## src/rtl/fetch_stage.sv

```systemverilog
// Instruction fetch stage: PC register, IF/ID pipeline register and a three-state run control FSM.
// Latency: one cycle from pc_f (imem_addr) to instr_d; imem_rdata is expected combinationally.
// Backpressure: stall_f holds PC and IF/ID; flush_d/pc_src_e bubble IF/ID; a misaligned redirect halts until rst.
//
// Ports:
//   clk, rst (async active-high)          clock and reset
//   fetch_en                              start fetching from IDLE (ignored elsewhere)
//   stall_f, flush_d                      hazard controls from the hazard unit
//   pc_src_e, pc_target_e                 redirect from Execute
//   imem_addr / imem_rdata                instruction memory request/response (combinational memory)
//   instr_d, pc_d, pc_plus4_d, valid_d    IF/ID register contents
//   misalign_err                          sticky misaligned-redirect flag
//   fetch_count                           instructions captured into IF/ID
module fetch_stage #(
  parameter logic [31:0] RESET_PC  = 32'h00000000,
  parameter logic [31:0] NOP_INSTR = 32'h00000013
) (
  input  logic        clk,
  input  logic        rst,
  input  logic        fetch_en,
  input  logic        stall_f,
  input  logic        flush_d,
  input  logic        pc_src_e,
  input  logic [31:0] pc_target_e,
  input  logic [31:0] imem_rdata,
  output logic [31:0] imem_addr,
  output logic [31:0] instr_d,
  output logic [31:0] pc_d,
  output logic [31:0] pc_plus4_d,
  output logic        valid_d,
  output logic        misalign_err,
  output logic [31:0] fetch_count
);

  typedef enum logic [1:0] {
    IDLE = 2'd0,
    RUN  = 2'd1,
    HALT = 2'd2
  } state_t;

  state_t      state;
  logic [31:0] pc_f;
  logic [31:0] pc_plus4_f;
  logic        target_misaligned;

  // Natural 32-bit overflow gives the required wrap from 0xFFFFFFFC to 0.
  assign pc_plus4_f        = pc_f + 32'd4;
  assign imem_addr         = pc_f;
  assign target_misaligned = (pc_target_e[1:0] != 2'b00);

  always_ff @(posedge clk or posedge rst) begin
    if (rst) begin
      state        <= IDLE;
      pc_f         <= RESET_PC;
      instr_d      <= NOP_INSTR;
      pc_d         <= 32'd0;
      pc_plus4_d   <= 32'd0;
      valid_d      <= 1'b0;
      misalign_err <= 1'b0;
      fetch_count  <= 32'd0;
    end else begin
      case (state)
        IDLE: begin
          // PC held; IF/ID keeps a bubble so nothing downstream sees stale data.
          instr_d <= NOP_INSTR;
          valid_d <= 1'b0;
          if (fetch_en) state <= RUN;
        end

        RUN: begin
          if (pc_src_e) begin
            // Redirect beats stall: the wrong-path instruction in IF/ID is squashed.
            instr_d <= NOP_INSTR;
            valid_d <= 1'b0;
            if (target_misaligned) begin
              // Keep pc_f so the faulting context is visible, then stop for good.
              misalign_err <= 1'b1;
              state        <= HALT;
            end else begin
              pc_f <= pc_target_e;
            end
          end else begin
            if (!stall_f) pc_f <= pc_plus4_f;

            // flush_d outranks stall_f for IF/ID; pc_d/pc_plus4_d keep their old values.
            if (flush_d) begin
              instr_d <= NOP_INSTR;
              valid_d <= 1'b0;
            end else if (!stall_f) begin
              instr_d     <= imem_rdata;
              pc_d        <= pc_f;
              pc_plus4_d  <= pc_plus4_f;
              valid_d     <= 1'b1;
              fetch_count <= fetch_count + 32'd1;
            end
          end
        end

        HALT: begin
          // Only rst leaves this state; every input is ignored.
          instr_d <= NOP_INSTR;
          valid_d <= 1'b0;
        end

        default: state <= IDLE;
      endcase
    end
  end

endmodule

```

## config.mk

```make
export PLATFORM = sky130hd
export DESIGN_NAME = fetch_stage
export DESIGN_NICKNAME = d
export VERILOG_FILES = /design/src/rtl/fetch_stage.sv
export SDC_FILE = /design/constraint.sdc
export NUM_CORES = 1
export LEC_CHECK = 0
export BUFFER_PORTS_ARGS = -buffer_cell sky130_fd_sc_hd__buf_2
export CAP_MARGIN = 0
export CELL_PAD_IN_SITES_DETAIL_PLACEMENT = 0
export CELL_PAD_IN_SITES_GLOBAL_PLACEMENT = 1
export CORE_ASPECT_RATIO = 0.9
export CORE_UTILIZATION = 38
export CTS_CLUSTER_DIAMETER = 50
export DETAILED_ROUTE_END_ITERATION = 8
export PLACE_DENSITY_LB_ADDON = 0.1
export SETUP_SLACK_MARGIN = 0.02
export SYNTH_ARGS = -nofsm -noshare
export SYNTH_HDL_FRONTEND = slang
export SYNTH_SLANG_ARGS = --single-unit
```

## constraint.sdc

```tcl
create_clock -name clk -period 5.8 [get_ports clk]
set_input_delay 0.29 -clock clk [delete_from_list [all_inputs] [get_ports clk]]
set_output_delay 0.29 -clock clk [all_outputs]
set_load 0.05 [all_outputs]
```

# After elaboration in Yosys (flattened, before gate mapping)
# Cells that the tools add are included.
[totals]
regBits = 164
latch_bits = 0
ram_bits = 0
rom_bits = 0
output_inout_bits = 162
wordCells = 46
n_memories = 0
[classes]
addsub = 2
multipliers = 0
n_div = 0
order_cmp = 0
eq_ne = 8
n_shift = 0
n_mux = 15
bitwise = 4
reduce_logical = 9
[op_table]
columns = ["op", "count"]
rows = [
  ["$mux 32", 6],
  ["$pmux 32 s2", 1],
  ["$add 32x1->32 const B", 1],
  ["$add 32x3->32 const B", 1],
  ["$ne 2x2->1 const B", 4],
  ["$reduce_and 4->1", 2],
  ["$mux 2", 3],
  ["$pmux 2 s3", 1],
  ["$reduce_and 3->1", 2],
  ["$ne 4x4->1 const B", 1],
  ["$not 1->1", 4],
  ["$reduce_bool 2->1", 2],
  ["$mux 1", 3],
  ["$eq 2x1->1 const B", 1],
  ["$eq 2x2->1 const B", 1],
  ["$logic_not 2->1", 1],
  ["$ne 2x1->1 const B", 1],
  ["$pmux 1 s2", 1],
  ["$reduce_and 2->1", 1],
  ["$reduce_or 2->1", 1],
]

# Logic depth before layout (Yosys ltp)
[logic_depth]
word_depth = 4
ltp_mapped = 8
ltp_nobuf = 6

# Worst setup path before layout
# No wires, ideal clock.
[synth_timing]
path_type = "register to register"
startpoint = "register pc_f[2] (netlist: imem_addr[2])"
endpoint = "register pc_f[16] (netlist: imem_addr[16])"
setup_time_ns = 0.072
t_arrival_ns = 2.306
slack_ns = 3.422
stages_incl_launch_ff = 7
n_path_buf = 0
synth_period_minus_slack_ns = 2.378
path_cell_list = "dfrtp_1 -> ha_1 -> nand4_1 -> nor3_1 -> nand3_1 -> or4_1 -> nand4_1"
[synth_via]
elab_chain_cells = 3
[synth_lines]
columns = ["item", "line_no", "source"]
rows = [
  ["start: declaration", "42", "logic [31:0] pc_f;"],
  ["start signal: assignment", "80", "pc_f <= pc_target_e;"],
  ["start signal: assignment", "83", "if (!stall_f) pc_f <= pc_plus4_f;"],
  ["$add 32x3->32", "47", "assign pc_plus4_f = pc_f + 32'd4;"],
  ["$mux 32", "83", ""],
  ["$mux 32", "71", "if (pc_src_e) begin"],
]
# Every way passes these cells. The select of a mux whose other input is x is not followed.
# A chain may end at the register's enable or synchronous reset.

# Worst setup path in the final report
[layout_timing]
startpoint = "input port pc_src_e"
endpoint = "register pc_f[19] (netlist: imem_addr[19])"
[layout_via]
elab_chain_cells = 2
word_cells_on_any_way = 4
cone_classes = "eq/ne (2); mux (1); reduce/logical (1)"
[layout_lines]
columns = ["item", "line_no", "source"]
rows = [
  ["start: declaration", "23", "input logic pc_src_e,"],
  ["$ne 2x2->1 (no line) or $ne 2x1->1 (tied branches)", "-", ""],
  ["$reduce_and 3->1 (no line)", "-", ""],
]
# Parallel ways exist; a longest one is shown, timed or not.

==> results.ini <==
[routing]
drcViolationCount=0
drtPass1Iterations=4
drt_iter0_markers=313
wire_per_inst_um=16.77
drt-total-wl_mm=20.16
vias=6201
via_per_inst=5.159
ant_nets=0

[logic_synthesis]
ys_seq_area_frac=0.5509
ys_top_cells_by_area=dfrtp_1 54%, nand2_1 8.4%, xnor2_1 4.5%
yosysWarnings=0
synth.top_cell.area_share=0.5402
ys_types=57
ys.flop_type=dfrtp_1
mappedNetlistNets=815
synthCells=743
synth_area_leader_cell=dfrtp_1
ys_ff_latch=162
syn-cell-area_um2=7366
async_reset_ff_frac=1.000
syn_avg_cell_area_um2=9.914
synth_edf_count=0

[setup_path]
cp_top_family=buffers and inverters
critPathCaptureType=register
worst-path-max-fanout=61
critPathLaunch=pc_src_e
r2r-end=fetch_count[8]$_DFFE_PP0P_
critical_path_required_ns=6.15
r2r_cells=6
path_depth=6
worstPathArrival_ns=3.55
endpoint=imem_addr[19]$_DFFE_PP0P_
critical_path_class=input pin to register
cp_slowest_stage_delay_ns=1.16
r2r_slack_ns=2.92
cp_cell_sequence=buf_2 > clkinv_1 > a211o_1 > buf_4 > or4_1 > nand3_1
slowest_stage=clkinv_1
path_buf_inv=3
startpoint_type=input pin
reg2reg_from=state[1]$_DFFE_PP0P_

[timing]
finalMaxSlewViolations=0
finalSetupViolations=0
clock.fmax_mhz=313.0
timing.final.crit_share=0.5509
maxSlewHeadroom=0.2892
setup_ws_ns=2.605
finalSetupTns_ns=0
hold_violations=0
finalCriticalPeriod_ns=3.195
worst_pin_slew_ns=1.060
fin_skew_ns=0.01095
rsz0062_at_grt=false

[clock_network]
numCtsBuffers=17
cts_setup_buffers=0
cts_max_path_buffers=2
cts_sinks=162
cts-root-buf=clkbuf_16
cts.clk_slew.worst_paths_ns=0.06
post_cts_resized=0
cts_tree=yes
htreeDepth=4
clock_latency_ns=0.42
cts_hold_buf=0

[final_layout]
layout_commonest_cell=buf_2
most-common-layout-cells=231 x buf_2, 165 x nand2_1, 159 x dfrtp_1
drive_above_1_share=0.2995
syn_to_final_growth_pct=25.29
nNetsFinal=1014
final_util=0.4935
fill_cells=1780

[floorplan]
start_util=0.3939
die_w_um=148.8
dieArea_um2=19950
die_h_um=134.1
pin_count=232
core.rowCount=47
core-area_um2=18700

[global_route]
antenna_found_initial=1
grtUsageTotal=0.2039
grt-ovfl-total=0
grt_max_degree=102
grt_pass1_vias=6038
grt_pass1_wl_mm=32.00

[place]
port_buffers=231
finalWeightedCongestion=0.7965
place_ws_ns=2.176
dp_hpwl_mm=13.96

[power]
power_per_cell_area_nw_per_um2=557.2
power.total_mw=5.142
power_frac_clock=0.213
sw_frac_of_total=0.4972
power_frac_comb=0.433
irDropWorstVdd_mv=0.2907
p_int_mw=2.586
power.leakage_nw=4.627
seqPwrFrac=0.355
p_sw_mw=2.557

[job]
cap_violations=0

[status]
status=completed

[min_path]
hp-class=input pin to async pin

-- layout make-up --
cell class | count | area [µm²] | share of cell area
Tap cell | 245 | 306.5 | 0.03322
Inverter | 7 | 31.28 | 0.003389
Clock inverter | 14 | 132.6 | 0.01437
Sequential cell | 162 | 4058 | 0.4397
Multi-Input combinational cell | 518 | 3063 | 0.3319
Clock buffer | 18 | 439.2 | 0.04759
Timing Repair Buffer | 236 | 1194 | 0.1293
Antenna cell | 2 | 5.005 | 0.0005423
-- worst register-to-register path, stage by stage, from the launching register on --
cell and delay [ns]:
dfrtp_1 0.43, or4b_4 0.62, nor2_4 0.46, buf_4 0.52, nand2_1 0.26, nor3_1 0.31, xor2_1 0.19
-- cells by family after synthesis --
kind of cell	count (synthesis)	share of synthesized area
AO/OA/AOI/OAI	151	0.1330
XOR/XNOR	58	0.06999
adder cells (fa/ha/maj)	2	0.003397
buffers and inverters	63	0.03601
flip-flops	162	0.5509
multiplexers	3	0.004077
AND/OR/NAND/NOR	304	0.2027
-- power groups by stage --
stage                     Clock, mW  Combinational, mW  Sequential [mW]
after global placement            0               2.22             1.82
after detailed placement          0               2.24             1.84
after global routing           1.16               2.36             1.88
after CTS                      1.11               2.25             1.82
after floorplan                   0              0.645             2.84
final                          1.10               2.22             1.82
-- sequential cells by signal (all words and copies together) (netlist names) --
signal,flops
fetch_count,32
imem_addr,32
instr_d,32
misalign_err,1
pc_d,32
pc_plus4_d,30
state,2
valid_d,1
-- synthesized netlist by cell type, types with 5 or more instances --
cell type,instances
inv_1,6
a22o_1,29
nand3_1,27
dfrtp_1,159
nor3_1,15
a22oi_1,5
clkbuf_1,43
o21a_1,5
o21ai_0,59
nand4_1,14
xor2_1,19
nand2b_1,5
buf_2,7
a21oi_1,21
o22a_1,5
buf_4,5
o22ai_1,5
a2bb2oi_1,5
and4_1,9
nor2_1,25
and3_1,13
nand2_1,165
xnor2_1,38
-- per-stage QoR --
step | instances | hold WS, ns | instance area, µm²
after floorplan | 743 | 0.4177 | 7366
after global placement | 1168 | 0.4529 | 8652
after detailed placement | 1168 | 0.4571 | 8652
after CTS | 1200 | 0.06533 | 9224
after global routing | 1201 | 0.06705 | 9226
final | 1202 | 0.07991 | 9229
-- per-layer routing --
layer / up-vias / track usage / part of all wire / wire [µm]
met5: - / 0 / 0 / 0
met4: 0 / 0.06293 / 0.014 / 280
met1: 3027 / 0.2789 / 0.45 / 9170
met2: 171 / 0.3222 / 0.48 / 9606
met3: 20 / 0.04524 / 0.055 / 1102
li1: 2983 / - / - / -
-- how the worst min path moves through the flow --
stage / from / to / slack, ns / cells past startpoint
floorplan: imem_rdata[0] / instr_d[0]$_DFFE_PP1P_ / 0.42 / 1
global placement: pc_d[11]$_DFFE_PP0P_ / pc_d[11]$_DFFE_PP0P_ / 0.45 / 2
detailed placement: pc_d[8]$_DFFE_PP0P_ / pc_d[8]$_DFFE_PP0P_ / 0.46 / 2
CTS: imem_rdata[15] / instr_d[15]$_DFFE_PP0P_ / 0.07 / 2
global route: imem_rdata[2] / instr_d[2]$_DFFE_PP0P_ / 0.07 / 2
finish: rst / fetch_count[7]$_DFFE_PP0P_ / 0.08 / 2
(Power assumes the default switching activity.)
